`src/rtl/mem_share_rr_arbiter.sv`:
```
// Round-robin read arbiter for one memory-sharing group.
// Grants one requestor per cycle onto the shared memory read port and
// delays the granted ID by the read latency so out_sel steers the output
// switch exactly when that requestor's read data arrives.
// Optional: define MEM_SHARE_ARB_CONFLICT_CNT_EN to add a saturating
// conflict_cnt output counting cycles with two or more competing requests.
module mem_share_rr_arbiter #(
    parameter int SHARED_BANK_NUM = 4,
    parameter int ADDR_WIDTH      = 5,
    parameter int RD_LATENCY      = 1,
    parameter int ID_WIDTH        = $clog2(SHARED_BANK_NUM)
) (
    input  logic                                clk,
    input  logic                                rst,
    input  logic                                en,
    input  logic [SHARED_BANK_NUM-1:0]          rqst_valid,
    input  logic [SHARED_BANK_NUM*ADDR_WIDTH-1:0] rqst_addr,
    output logic [SHARED_BANK_NUM-1:0]          rqst_ready,
    output logic                                mem_ren,
    output logic [ADDR_WIDTH-1:0]               mem_raddr,
    output logic [ID_WIDTH-1:0]                 out_sel,
    output logic                                out_valid
`ifdef MEM_SHARE_ARB_CONFLICT_CNT_EN
    ,
    output logic [15:0]                         conflict_cnt
`endif
);

    logic [ID_WIDTH-1:0]   rr_ptr;
    logic [ID_WIDTH-1:0]   grant_id;
    logic                  grant_found;
    logic                  accept;
    logic [ADDR_WIDTH-1:0] grant_addr;
    logic [RD_LATENCY-1:0] pipe_valid;
    logic [ID_WIDTH-1:0]   pipe_id [RD_LATENCY];

    // Search for the first valid request starting at rr_ptr. SHARED_BANK_NUM
    // is a power of two, so the ID-width addition wraps modulo the group size.
    always_comb begin
        logic [ID_WIDTH-1:0] idx;
        idx         = '0;
        grant_found = 1'b0;
        grant_id    = '0;
        for (int unsigned k = 0; k < SHARED_BANK_NUM; k++) begin
            idx = rr_ptr + ID_WIDTH'(k);
            if (!grant_found && rqst_valid[idx]) begin
                grant_found = 1'b1;
                grant_id    = idx;
            end
        end
        accept = grant_found && en && !rst;
    end

    // One-hot grant for the winning requestor.
    always_comb begin
        rqst_ready = '0;
        if (accept) begin
            rqst_ready[grant_id] = 1'b1;
        end
    end

    // Address of the winning requestor.
    always_comb begin
        grant_addr = '0;
        for (int unsigned i = 0; i < SHARED_BANK_NUM; i++) begin
            if (grant_id == ID_WIDTH'(i)) begin
                grant_addr = rqst_addr[i*ADDR_WIDTH +: ADDR_WIDTH];
            end
        end
    end

    // Round-robin pointer moves just past the accepted requestor.
    always_ff @(posedge clk or posedge rst) begin
        if (rst) begin
            rr_ptr <= '0;
        end else if (accept) begin
            rr_ptr <= grant_id + ID_WIDTH'(1);
        end
    end

    // Issue the accepted read to the shared memory; address holds when idle.
    always_ff @(posedge clk or posedge rst) begin
        if (rst) begin
            mem_ren   <= 1'b0;
            mem_raddr <= '0;
        end else begin
            mem_ren <= accept;
            if (accept) begin
                mem_raddr <= grant_addr;
            end
        end
    end

    // Select shift register, filled alongside mem_ren and RD_LATENCY deep.
    always_ff @(posedge clk or posedge rst) begin
        if (rst) begin
            pipe_valid <= '0;
            for (int unsigned j = 0; j < RD_LATENCY; j++) begin
                pipe_id[j] <= '0;
            end
        end else begin
            pipe_valid[0] <= accept;
            pipe_id[0]    <= grant_id;
            for (int unsigned j = 1; j < RD_LATENCY; j++) begin
                pipe_valid[j] <= pipe_valid[j-1];
                pipe_id[j]    <= pipe_id[j-1];
            end
        end
    end

    // Switch select stage; out_sel keeps its last value when nothing emerges.
    always_ff @(posedge clk or posedge rst) begin
        if (rst) begin
            out_valid <= 1'b0;
            out_sel   <= '0;
        end else begin
            out_valid <= pipe_valid[RD_LATENCY-1];
            if (pipe_valid[RD_LATENCY-1]) begin
                out_sel <= pipe_id[RD_LATENCY-1];
            end
        end
    end

`ifdef MEM_SHARE_ARB_CONFLICT_CNT_EN
    logic multi_rqst;

    // More than one bit set: clearing the lowest set bit leaves something.
    always_comb begin
        multi_rqst = |(rqst_valid & (rqst_valid - SHARED_BANK_NUM'(1)));
    end

    // Saturating count of enabled cycles with competing requests.
    always_ff @(posedge clk or posedge rst) begin
        if (rst) begin
            conflict_cnt <= '0;
        end else if (en && multi_rqst && (conflict_cnt != 16'hFFFF)) begin
            conflict_cnt <= conflict_cnt + 16'd1;
        end
    end
`endif

endmodule

```
`config.mk`:
```
export PLATFORM = sky130hd
export DESIGN_NAME = mem_share_rr_arbiter
export DESIGN_NICKNAME = d
export VERILOG_FILES = /design/src/rtl/mem_share_rr_arbiter.sv
export SDC_FILE = /design/constraint.sdc
export NUM_CORES = 1
export LEC_CHECK = 0
export CAP_MARGIN = 5
export CORE_MARGIN = 4
export CORE_UTILIZATION = 35
export CTS_CLUSTER_SIZE = 16
export DETAILED_ROUTE_END_ITERATION = 8
export PLACE_DENSITY = 0.71
export SLEW_MARGIN = 25
export SYNTH_ARGS = -nofsm -noshare
export SYNTH_HDL_FRONTEND = slang
export SYNTH_SLANG_ARGS = --single-unit
```
`constraint.sdc`:
```
create_clock -name clk -period 2.3 [get_ports clk]
set_input_delay 0.345 -clock clk [delete_from_list [all_inputs] [get_ports clk]]
set_output_delay 0.345 -clock clk [all_outputs]
set_load 0.02 [all_outputs]
```
==> results.md, run 1 <==
* Final setup fails at 0
* Port Buf Inserts at 39
* Core area at 2190 sq um
* Peak supply drop at between 0.4 and 0.5 mV
* Critical path launch point: rqst_valid[3]
* Antenna diodes at 0
* CP max stage cell: or4_4
* DR iter-0 viols at 17
* Syn Nets at 112
* Width of the die at between 50 and 60 um
* IO Count at 40
* Grt total ovfl at 0
* Ys Warns at 0
* Die H at approximately 56 um
* Nets at ~160
* Reg clk slew, reported paths at around 0.090 ns
* Leading cell type in the layout, fill and taps excluded: clkdlybuf4s50_1
* Power Total at ~1200 uW
* Clock Sinks at 13
* Full die area at approximately 3100 sq um
* Root Buffer Master: clkbuf_4
* Synthesis-to-layout area growth at 66.3%
* Fin cells at between 150 and 200
* CP endpoint kind: output port
* Final TNS setup at 0 ns
* Maximum capacitance violations at 0
* Worst endpoint required time at 1.96 ns
* First-pass GRT wire length at between 3 and 4 mm
* CP bufs+invs at 2
* CTS Hold Bufs at 0
* All-layer global routing usage at 15.2%
* Outcome: finished, final reports clean
* Worst r2r dst: mem_raddr[4]$_DFFE_PP0P_
* Via density per instance at approximately 5
* Setup Crit Path Kind: input port to output port
* Max FO, Critical Path at 5
* Worst r2r src: rr_ptr[1]$_DFFE_PP0P_
* Total stage count of the critical path at 4
* Slew Viols, Final at 0
* Routed WL per cell at between 10 and 15 um
* Peak Freq at between 400 and 500 MHz
* Sequential area share after synthesis at between 40% and 50%
* P_leak at between 0.0006 and 0.0007 uW
* DRT Wirelength at roughly 2.3 mm
* Synth cell types at 24
* Worst setup SP type: input port
* Pin count of the biggest net entering global routing at 14
* Inst Count DP at 154
* Reg2Reg Depth at 8
* CTS Buf Count at 3
* GRT met3 Usage at 4.64%
* Met2 Usage GRT at a little under a quarter
* Placement Rows at 17
* Pre-Repair DR Iteration Count at 4
* TritonCTS clock tree: done
* Worst Path Arrival at 1.86 ns
* Synth Instances at roughly 80
* Slew @ Worst Pin at approximately 0.49 ns
* CP max stage delay at between 0.5 and 0.6 ns
* Period utilisation layout at ~96%
* Busiest grt layer: met2
* Starting Density at 36.7%
* Final hold vios at 0
* Critical Path End: rqst_ready[2]
* RePlAce Congestion at 0.761
* Fillers at ~190
* Post-Syn Area at ~800 sq um
* Crit path max-delay family: simple AND/OR/NAND/NOR gates
* RSZ-0062 raised after global routing: no
* DPL Wire Length at around 1.8 mm
* Share of cells above drive strength 1 at 26.0%
* DRC errors left at 0
* Skew-Pair Late Insertion Delay at between 0.2 and 0.3 ns
* Vias in the first global route at approximately 810
* H-tree lvl count at 1
* Vias at ~800
* Initial antenna violation count at 0
* Crit path time final at roughly 2.2 ns
* Max Root-Sink Buffers at 2
* Avg Cell Area, Syn at 9.93 sq um
* Post-route ant nets at 0
* Number of synthesized register bits at 13
* Most frequent cells in the layout: clkdlybuf4s50_1, dfrtp_1, buf_4
* Power per cell area at 915 nW/um^2
* Reg2Reg Setup Slack at roughly 0.25 ns
* Crit-path cells: clkdlybuf4s50_1 > or4_4 > and3_1 > clkdlybuf4s15_2
* Clock skew at between 0.007 and 0.008 ns
* Met1 usage at 20.0%
* Hold crit path type: input port to asynchronous set/reset pin
* Worst rel slew slack at 67.3%
[synthesized netlist by cell type]
cell type / number / area (sq um)
a21boi_0: 1 / 7.51
a21oi_1: 12 / 60.1
a221o_1: 5 / 50.1
a31oi_1: 5 / 31.3
and2_4: 1 / 8.76
and3_1: 2 / 12.5
and3_2: 2 / 15.0
buf_6: 2 / 22.5
clkbuf_1: 4 / 15.0
dfrtp_1: 13 / 325
ha_1: 4 / 50.1
inv_1: 8 / 30.0
mux2_2: 2 / 22.5
mux2_4: 2 / 30.0
mux2i_1: 1 / 10.0
nand2_1: 5 / 18.8
nand3b_1: 5 / 37.5
nor2b_1: 1 / 6.26
o21a_1: 1 / 7.51
o221ai_1: 1 / 8.76
o22a_1: 1 / 8.76
o22ai_1: 1 / 6.26
or3b_1: 1 / 8.76
or4_4: 1 / 11.3
[metrics by stage]
step | setup WS (ns) | util [%] | instance area (sq um) | hold WS [ns]
4_1_cts | -0.0283 | 60.4 | 1320 | 0.420
3_5_place_dp | -0.499 | 58.5 | 1280 | 0.435
3_3_place_gp | -0.423 | 58.5 | 1280 | 0.426
5_1_grt | 0.0229 | 61.1 | 1340 | 0.446
6_report | 0.0933 | 61.1 | 1340 | 0.403
2_1_floorplan | 0.226 | - | 805 | 0.222
[state kept, by name (all words and copies together) (netlist names)]
signal	cells
rr_ptr	2
out_valid	1
out_sel	2
pipe_id	2
pipe_valid	1
mem_raddr	5
[per-layer routing]
layer  vias up  wire length (um)
met5         -                 0
met4         0                32
met3         2               151
met2        23              1080
met1       372              1040
li1        396                 -
[worst min path at each step]
stage | startpoint | endpoint | slack, ns | cells past startpoint
6_report | rst | pipe_id[0]$_DFF_PP0_ | 0.40 | 2
5_1_grt | rst | mem_raddr[3]$_DFFE_PP0P_ | 0.45 | 2
4_1_cts | rst | mem_raddr[3]$_DFFE_PP0P_ | 0.42 | 2
3_5_place_dp | pipe_valid$_DFF_PP0_ | out_valid$_DFF_PP0_ | 0.43 | 0
3_3_place_gp | pipe_valid$_DFF_PP0_ | out_valid$_DFF_PP0_ | 0.43 | 0
2_1_floorplan | rst | mem_raddr[0]$_DFFE_PP0P_ | 0.22 | 1
[area by class of cell]
| type | instances | area [sq um] | area share, % |
|---|---|---|---|
| sequential | 13 | 325 | 24.3 |
| inverter | 8 | 30.0 | 2.25 |
| multi-input combinational | 54 | 443 | 33.1 |
| clock buffer | 4 | 26.3 | 1.96 |
| timing repair buffer | 52 | 478 | 35.7 |
| tap | 28 | 35.0 | 2.62 |
[where the power goes]
part	internal, uW	total [uW]	switching [uW]
Clock	67.5	150	82.9
Sequential	311	366	54.5
Combinational	381	708	327
[repair_timing]
| item | 4_1_cts | 5_1_grt |
|---|---|---|
| gates resized for setup | 18 | 8 |
| pin swaps | 1 | 1 |
| endpoints found under the setup margin | 6 | 9 |
| buffers inserted | 1 | 0 |
[cell families (layout without fill, tap and decap cells)]
group / after synthesis / count (layout) / share of synthesized area (%)
AOI/OAI and AO/OA: 27 / 27 / 22.4
and+or+nand+nor: 18 / 18 / 14.8
adders and majority gates: 4 / 4 / 6.22
DFF: 13 / 13 / 40.4
muxes: 5 / 5 / 7.78
buffers and inverters: 14 / 64 / 8.40
Note: power is estimated with default switching activity, not from simulation.
==> inputs of run 2 (changes only) <==
- CORE_MARGIN: 4 -> unset
==> run 2 against run 1 <==
Final area grew 0.94%; worst setup slack gained 0.013 ns; flip-flop and latch count is the same; clock power shrank 4%; clock skew shrank 0.0041 ns; non-clock buffer count grew 3; routed wire length shrank 3.3%; first-iteration DRC count shrank 71%; critical endpoint is now rqst_ready[1]; sequential share of layout area shrank 0.13 points; utilization grew 4.4 points; die area shrank 20%.
==> results.md, run 2 (synthesized netlist as in run 1, its figures left out) <==
* Final setup fails at 0
* Vias at about 800
* TritonCTS clock tree: done
* Switching power at about 470 uW
* Most frequent cells in the layout: clkdlybuf4s50_1, buf_4, a21oi_1, dfrtp_1, inv_1
* Max Root-Sink Buffers at 2
* Slew @ Worst Pin at about 0.47 ns
* Crit path time final at 2.19 ns
* Initial antenna violation count at 0
* Period utilisation layout at a little over nine tenths
* Reg2Reg Setup Slack at 0.16 ns
* Power per cell area at a little over 900 nW/um^2
* Clock Sinks at 13
* Vias in the first global route at roughly 800
* Peak Freq at 456 MHz
* Width of the die at roughly 50 um
* CP max stage cell: dfrtp_2
* Hold crit path type: input port to asynchronous set/reset pin
* Outcome: finished, final reports clean
* P_leak at around 0.00062 uW
* Pin count of the biggest net entering global routing at 14
* Die H at around 50 um
* DRC errors left at 0
* Pre-Repair DR Iteration Count at 4
* RePlAce Congestion at around 0.85
* CTS Hold Bufs at 0
* Full die area at 2490 sq um
* Skew-Pair Late Insertion Delay at 0.28 ns
* Max FO, Critical Path at 5
* CP endpoint kind: output port
* Final hold vios at 0
* Post-Place Worst Slack at -0.462 ns
* Root Buffer Master: clkbuf_4
* Worst endpoint required time at roughly 2 ns
* Flop pwr share at 29.8%
* Leading cell type in the layout, fill and taps excluded: clkdlybuf4s50_1
* Grt total ovfl at 0
* Clock skew at between 0.003 and 0.004 ns
* Largest register by flop count: mem_raddr
* Via density per instance at between 4 and 5
* CTS Buf Count at 3
* Core area at 2060 sq um
* CP max stage delay at ~0.45 ns
* Maximum capacitance violations at 0
* IO Count at 40
* Clock share of power at between 10 and 15%
* Share of cells above drive strength 1 at between 20% and 30%
* All-layer global routing usage at between 20 and 25%
* Final worst slack at between 0.1 and 0.15 ns
* Max reg flops at 5
* Setup Crit Path Kind: flop to output port
* Worst setup SP type: flop
* Worst Path Arrival at 1.85 ns
* Routed WL per cell at ~14 um
* Nets at roughly 170
* DRT Wirelength at 2.23 mm
* Slew Viols, Final at 0
* DR iter-0 viols at 5
* First-pass GRT wire length at 3.73 mm
* Post-route ant nets at 0
* DPL Wire Length at ~1.6 mm
* Logic pwr share at between 50% and 60%
* Antenna diodes at 0
* Synthesis-to-layout area growth at 67.8%
* Crit-path cells: or3b_4 > o221ai_4 > inv_2 > ha_1 > and3_2 > buf_2
* Switching share of total power at 37.3%
* Worst rel slew slack at 68.9%
* Peak supply drop at 0.459 mV
* Starting Density at 39.0%
* Reg clk slew, reported paths at ~0.08 ns
* Pint at 782 uW
* H-tree lvl count at 1
* Placement Rows at 16
* RSZ-0062 raised after global routing: no
* Port Buf Inserts at 39
* Final TNS setup at 0 ns
[run 2: final timing paths]
check | startpoint | end | cells past startpoint
max reg2reg | rr_ptr[1]$_DFFE_PP0P_ | mem_raddr[0]$_DFFE_PP0P_ | 8
min in group clk | pipe_valid$_DFF_PP0_ | out_valid$_DFF_PP0_ | 0
min reg2reg | pipe_valid$_DFF_PP0_ | out_valid$_DFF_PP0_ | 0
max in group asynchronous | rst | rr_ptr[1]$_DFFE_PP0P_ | 2
min | rst | mem_raddr[4]$_DFFE_PP0P_ | 2
max | rr_ptr[1]$_DFFE_PP0P_ | rqst_ready[1] | 6
[run 2: timing repair]
action | 4_1_cts | 5_1_grt
pin swaps | 1 | 1
gates cloned | 0 | 0
endpoints found under the hold margin | 0 | 0
gates resized for setup | 19 | 8
setup buffers | 1 | 2
endpoints found under the setup margin | 6 | 8
[run 2: layout make-up]
type | instances | area (sq um)
Clock buffer | 4 | 26.3
Fill cell | 173 | 712
Inverter | 8 | 30.0
Multi-Input combinational cell | 54 | 439
Sequential cell | 13 | 327
Tap cell | 27 | 33.8
Timing Repair Buffer | 55 | 494
[run 2: power by group through the flow]
stage	Combinational, uW	Clock (uW)	Sequential [uW]
after global routing	798	160	384
after CTS	688	144	367
final	732	144	371
after floorplan	312	0	429
after global placement	661	0	366
after detailed placement	673	0	368
[run 2: critical path: cells and delay by family, from the launching register on]
kind                     cells  cell delay [ns]
AO/OA/AOI/OAI                1             0.09
AND/OR/NAND/NOR              2             0.59
buffers and inverters        2             0.23
adder cells (fa/ha/maj)      1             0.20
flip-flops                   1             0.45
[run 2: metrics by stage]
| step | hold slack, ns | total power [uW] | util, % | instance area [sq um] | instances |
|---|---|---|---|---|---|
| 4_1_cts | 0.412 | 1200 | 63.4 | 1310 | 159 |
| 2_1_floorplan | 0.222 | 741 | - | 805 | 81 |
| 5_1_grt | 0.432 | 1340 | 65.5 | 1350 | 161 |
| 3_3_place_gp | 0.425 | 1030 | 62.5 | 1290 | 154 |
| 3_5_place_dp | 0.437 | 1040 | 62.5 | 1290 | 154 |
| 6_report | 0.396 | 1250 | 65.5 | 1350 | 161 |
[run 2: layer usage]
metal  part of all wire [%]  track usage (%)
met2                     48             33.8
met4                    2.2             11.4
met5                      0                0
met3                    3.5             3.40
met1                     46             25.5
